--- src/rtl/bp_be_int_rebox_pipe.sv ---
// Multi-lane integer box/unbox unit. The result is computed as a request enters,
// then carried through an elastic valid/ready pipeline of stages_p registers.
module bp_be_int_rebox_pipe
  #(parameter int lanes_p       = 2
  , parameter int stages_p      = 2
  , parameter int dword_width_p = 64
  , parameter int reg_width_p   = 66
  , parameter int cnt_width_p   = 16
  )
  (input  logic                             clk_i
  , input  logic                            reset_n_i
  , input  logic                            v_i
  , output logic                            ready_and_o
  , input  logic                            box_i
  , input  logic [lanes_p*reg_width_p-1:0]  reg_i
  , input  logic [lanes_p*2-1:0]            tag_i
  , input  logic [lanes_p-1:0]              unsigned_i
  , output logic                            v_o
  , input  logic                            ready_and_i
  , output logic [lanes_p*reg_width_p-1:0]  data_o
  , output logic [lanes_p-1:0]              invbox_o
  , output logic                            invbox_sticky_o
  , output logic [cnt_width_p-1:0]          invbox_cnt_o
  , input  logic                            clr_i
  );

    localparam int data_width_lp = lanes_p*reg_width_p;
    localparam int pop_width_lp  = $clog2(lanes_p+1);
    localparam int sum_width_lp  = cnt_width_p + pop_width_lp;

    function automatic logic [63:0] mask_f(input logic [1:0] t);
        case (t)
            2'd0:    return 64'h0000_0000_0000_00FF;
            2'd1:    return 64'h0000_0000_0000_FFFF;
            2'd2:    return 64'h0000_0000_FFFF_FFFF;
            default: return 64'hFFFF_FFFF_FFFF_FFFF;
        endcase
    endfunction

    function automatic logic [63:0] ext_f(input logic [63:0] v, input logic [1:0] t, input logic sgn);
        logic msb;
        case (t)
            2'd0:    msb = v[7];
            2'd1:    msb = v[15];
            2'd2:    msb = v[31];
            default: msb = v[63];
        endcase
        return (v & mask_f(t)) | ((sgn & msb) ? ~mask_f(t) : 64'h0);
    endfunction

    logic [data_width_lp-1:0] comp_data_s;
    logic [lanes_p-1:0]       comp_inv_s;

    for (genvar l = 0; l < lanes_p; l++) begin : lane
        logic [dword_width_p-1:0] val_s, raw_s, res_s;
        logic [1:0]               src_tag_s, tgt_tag_s;
        logic                     inv_s;

        assign val_s     = reg_i[l*reg_width_p +: dword_width_p];
        assign src_tag_s = reg_i[l*reg_width_p+dword_width_p +: 2];
        assign tgt_tag_s = tag_i[l*2 +: 2];
        // Unbox fills above the source width with the stored value's top bit, not the field's msb.
        assign raw_s = (val_s & mask_f(src_tag_s))
                     | ({dword_width_p{val_s[dword_width_p-1]}} & ~mask_f(src_tag_s));

        // Per-lane box/unbox result
        always_comb begin
            inv_s = 1'b0;
            res_s = raw_s;
            if (box_i) begin
                inv_s = 1'b0;
                res_s = ext_f(val_s, tgt_tag_s, ~unsigned_i[l]);
            end else begin
                inv_s = (tgt_tag_s > src_tag_s);
                if (unsigned_i[l]) begin
                    res_s = ext_f(raw_s, tgt_tag_s, 1'b0);
                end else if (inv_s) begin
                    res_s = ext_f(raw_s, tgt_tag_s, 1'b1);
                end else begin
                    res_s = raw_s;
                end
            end
        end

        assign comp_data_s[l*reg_width_p +: reg_width_p] = {(box_i ? tgt_tag_s : 2'd3), res_s};
        assign comp_inv_s[l] = inv_s;
    end

    logic [stages_p-1:0]      valid_q;
    logic [data_width_lp-1:0] data_q [stages_p];
    logic [lanes_p-1:0]       inv_q  [stages_p];
    logic [stages_p-1:0]      adv_s;

    // A stage may advance when ready_and_i is high or any stage at or after it is empty
    always_comb begin : adv_calc
        logic all_full;
        all_full = 1'b1;
        for (int k = stages_p-1; k >= 0; k--) begin
            all_full = all_full & valid_q[k];
            adv_s[k] = ready_and_i | ~all_full;
        end
    end

    // Pipeline registers
    always_ff @(posedge clk_i or negedge reset_n_i) begin
        if (!reset_n_i) begin
            valid_q <= '0;
            for (int k = 0; k < stages_p; k++) begin
                data_q[k] <= '0;
                inv_q[k]  <= '0;
            end
        end else begin
            if (adv_s[0]) begin
                valid_q[0] <= v_i;
                data_q[0]  <= comp_data_s;
                inv_q[0]   <= comp_inv_s;
            end
            for (int k = 1; k < stages_p; k++) begin
                if (adv_s[k]) begin
                    valid_q[k] <= valid_q[k-1];
                    data_q[k]  <= data_q[k-1];
                    inv_q[k]   <= inv_q[k-1];
                end
            end
        end
    end

    logic                     accept_s;
    logic [pop_width_lp-1:0]  pop_s;
    logic [cnt_width_p-1:0]   base_s, cnt_d, cnt_q;
    logic [sum_width_lp-1:0]  sum_s;
    logic                     sticky_d, sticky_q;

    assign accept_s = v_i & ready_and_o;

    // Invalid-box accounting; a same-cycle clear is applied before the increment
    always_comb begin
        pop_s = '0;
        for (int l = 0; l < lanes_p; l++) begin
            pop_s = pop_s + pop_width_lp'(comp_inv_s[l]);
        end
        base_s = clr_i ? {cnt_width_p{1'b0}} : cnt_q;
        sum_s  = {{pop_width_lp{1'b0}}, base_s} + {{cnt_width_p{1'b0}}, pop_s};
        if (accept_s) begin
            if (|sum_s[sum_width_lp-1:cnt_width_p]) begin
                cnt_d = {cnt_width_p{1'b1}};
            end else begin
                cnt_d = sum_s[cnt_width_p-1:0];
            end
        end else begin
            cnt_d = base_s;
        end
        sticky_d = (clr_i ? 1'b0 : sticky_q) | (accept_s & |comp_inv_s);
    end

    // Accounting registers
    always_ff @(posedge clk_i or negedge reset_n_i) begin
        if (!reset_n_i) begin
            cnt_q    <= '0;
            sticky_q <= 1'b0;
        end else begin
            cnt_q    <= cnt_d;
            sticky_q <= sticky_d;
        end
    end

    assign ready_and_o     = adv_s[0];
    assign v_o             = valid_q[stages_p-1];
    assign data_o          = data_q[stages_p-1];
    assign invbox_o        = inv_q[stages_p-1];
    assign invbox_cnt_o    = cnt_q;
    assign invbox_sticky_o = sticky_q;

endmodule

--- config.mk ---
export PLATFORM = sky130hd
export DESIGN_NAME = bp_be_int_rebox_pipe
export DESIGN_NICKNAME = d
export VERILOG_FILES = /design/src/rtl/bp_be_int_rebox_pipe.sv
export SDC_FILE = /design/constraint.sdc
export NUM_CORES = 1
export LEC_CHECK = 0
export CAP_MARGIN = 20
export CORE_UTILIZATION = 42
export CTS_CLUSTER_SIZE = 25
export DETAILED_ROUTE_END_ITERATION = 12
export PLACE_DENSITY_LB_ADDON = 0.12
export SLEW_MARGIN = 20
export SYNTH_ARGS = -nofsm -noshare
export SYNTH_HDL_FRONTEND = slang
export SYNTH_SLANG_ARGS = --single-unit
--- constraint.sdc ---
create_clock -name clk_i -period 5.9 [get_ports clk_i]
set_input_delay 0.59 -clock clk_i [delete_from_list [all_inputs] [get_ports clk_i]]
set_output_delay 0.59 -clock clk_i [all_outputs]
set_load 0.03 [all_outputs]
==> results.cfg <==
[worst_setup_path]
reg2regPathDepth = 6
crit_required_ns = 6.26
path_class = in2reg
r2r_slack_ns = 3.26
r2r_end = data_q[153]
worstSetupPathDepth = 12
endpoint_kind = flop
crit_chain = clkdlybuf4s50_1 -> buf_4 -> ha_1 -> nor2b_1 -> o21ai_0 -> nor2_1 -> fa_1 -> ha_1 -> nand2_1 -> nor4_4 -> nand4_1 -> o21ai_0
crit_slowest_cell = clkdlybuf4s50_1
cp_num_buf_inv = 2
cp_max_fo = 28
critPathTopFamily = adder cells
startpoint_type = input port
r2r-start = valid_q[1]
slowest_delay_ns = 0.46
arrival_ns = 3.93

[hold_path]
hp-class = in2async

[synth]
async_reset_ff_share_pct = 100
synth_edf_count = 0
yosys.area.top_type_share_pct = 46.4
ys.flop_type = dfrtp_1
synth_area_um2 = 15500
ys_warn_count = 0
netlist_instances = 1534
synth.area.top_cells = dfrtp_1 46%, mux2_2 9.7%, buf_4 6.7%
synth_top_area_cell = dfrtp_1
synth_cell_types = 72
syn_nets = 1684
avgSynthCellArea_um2 = 10.1
ys_ff_latch = 287
yosysSeqAreaShare_pct = 46.4

[sta]
timing.slew.headroom_pct = 34.3
tightestPinTransition_ns = 0.985
timing.fmax_ghz = 0.280
fin_crit_ns = 3.57
finalHoldViolations = 0
finalCritPeriodShare_pct = 60.5
setup_viol = 0
slew_violations = 0
rsz0062_at_grt = no
clock_skew_ns = 0.0171
tns_ns = 0

[status]
outcome = complete, no violations

[clocking]
clockBufferDepth = 3
path_clk_slew_ns = 0.06
cts_resized = 0
cts_buffers = 35
cts.sinks = 287
clk_latency_ns = 0.51
holdBufCountCts = 0
cts-root-buf = clkbuf_16
post_cts_buffers = 0
htreeDepth = 2
cts_tree = done

[finish]
final_common_cell = clkdlybuf4s50_1
final_util_pct = 52.3
num_antenna_cells = 0
area_delta_synth_final_pct = 21.5
final_nets = 1775
nFillCells = 3242
drive_above_1_share_pct = 17.7
final_cell_mix = 290 x clkdlybuf4s50_1, 287 x dfrtp_1, 166 x nand2_1, 134 x mux2_2, 88 x a21oi_1

[pwr]
p_comb_share_pct = 27.5
power.density_nw_per_um2 = 339
p_int_uw = 4390
switching_power_uw = 1990
clock_power_share_pct = 33.5
swShare_pct = 31.2
pwr-share-seq_pct = 39.0
peakVddDrop_v = 0.000221
cellLeakagePower_uw = 0.00794

[placement]
gp_congestion = 0.809
port_buffers = 296
dp_hpwl_um = 25300

[die]
die-area_um2 = 37600
placementRows = 69
initial_utilization_pct = 43.1
io_pins = 297
die_w_um = 194
die_h_um = 194
core_um2 = 35900

[global_routing]
grt_pass1_vias = 11900
antenna_found_initial = 4
grt_max_degree = 164
grt_overflow_total = 0
track_usage_pct = 22.0
grt_pass1_wl_um = 67400

[drt]
final_antenna_net_count = 0
vias_per_cell = 5.61
drt-pass1-iter-count = 4
route.detailed.drc = 0
drtIter0Drc = 714
route.vias.total = 11800
routedWlPerCell_um = 19.7
drt_wl_total_um = 41500

[flow_run]
maxCapViolCount = 0
power groups by stage:
stage / sequential [uW] / clock (uW) / combinational (uW)
final: 2490 / 2140 / 1760
after detailed placement: 2520 / 0 / 1770
after global placement: 2520 / 0 / 1750
after floorplan: 2460 / 0 / 1350
after CTS: 2490 / 2210 / 1780
after global routing: 2530 / 2290 / 1870
cell families after synthesis:
logic type	count (synthesis)	synth area share [%]
AOI/OAI and AO/OA	406	19.3
xor gates and xnor gates	4	0.226
adders and majority gates	6	0.533
buffers and inverters	284	10.8
DFF	287	46.4
muxes	139	10.1
and+or+nand+nor	408	12.6
worst reg2reg max path, cell delays in order, from the launching register on:
cell	delay [ns]
dfrtp_1	0.39
and3b_2	0.25
inv_8	0.44
buf_4	0.61
o211ai_2	0.43
a21oi_1	0.29
a2111oi_2	0.07
how the worst max path moves through the flow:
stage,slack [ns],startpoint,endpoint
6_report,2.33,tag_i[3],invbox_cnt_o[6]
5_1_grt,2.05,tag_i[0],invbox_cnt_o[13]
4_1_cts,2.32,tag_i[3],invbox_cnt_o[6]
3_5_place_dp,1.81,tag_i[3],invbox_cnt_o[5]
3_3_place_gp,1.86,tag_i[3],invbox_cnt_o[5]
2_1_floorplan,2.47,reg_i[65],invbox_cnt_o[10]
metrics by stage:
| stage | power (uW) | instances | hold slack [ns] | instance area (um2) | setup WS, ns |
|---|---|---|---|---|---|
| 2_1_floorplan | 3810 | 1534 | 0.294 | 15500 | 2.47 |
| 4_1_cts | 6480 | 2110 | 0.0538 | 18800 | 2.32 |
| 3_5_place_dp | 4290 | 2049 | 0.445 | 17700 | 1.81 |
| 5_1_grt | 6690 | 2110 | 0.0879 | 18800 | 2.05 |
| 3_3_place_gp | 4270 | 2049 | 0.446 | 17700 | 1.86 |
| 6_report | 6380 | 2110 | 0.0312 | 18800 | 2.33 |
layer usage:
layer / track usage (%) / routed length [um] / vias to the layer above
li1: - / - / 5596
met1: 30.1 / 18200 / 5810
met2: 35.9 / 19800 / 359
met3: 4.57 / 2770 / 56
met4: 5.20 / 677 / 8
met5: 0 / 55 / -
sequential cells by signal (all words and copies together) (netlist names):
signal / cells
invbox_o: 2
invbox_cnt_o: 16
invbox_sticky_o: 1
data_o: 132
data_q: 132
valid_q: 2
inv_q: 2
cell type report:
type | instances | area, um2 | share of cell area, %
Tap cell | 461 | 577 | 3.07
Timing Repair Buffer | 320 | 3150 | 16.7
Clock inverter | 5 | 75.1 | 0.399
Inverter | 18 | 75.1 | 0.399
Sequential cell | 287 | 7180 | 38.2
Multi-Input combinational cell | 963 | 6690 | 35.6
Clock buffer | 56 | 1060 | 5.62
cell usage after synthesis (7+ instances only):
library cell / number
buf_4: 138
inv_1: 17
o31ai_1: 17
nand3_1: 45
nand2_1: 166
dfrtp_1: 287
buf_1: 15
nor2_1: 78
a21oi_1: 89
o21ai_0: 81
a221oi_1: 9
nand2b_1: 7
buf_6: 7
a21o_1: 20
nand4_1: 7
o21ai_1: 12
a2111oi_2: 9
mux2_2: 134
o22ai_1: 36
a221oi_2: 38
a31oi_1: 41
clkbuf_1: 74
and3_1: 63
a211oi_1: 17
buf_2: 32
No activity file was read; power rests on OpenSTA's default activity.
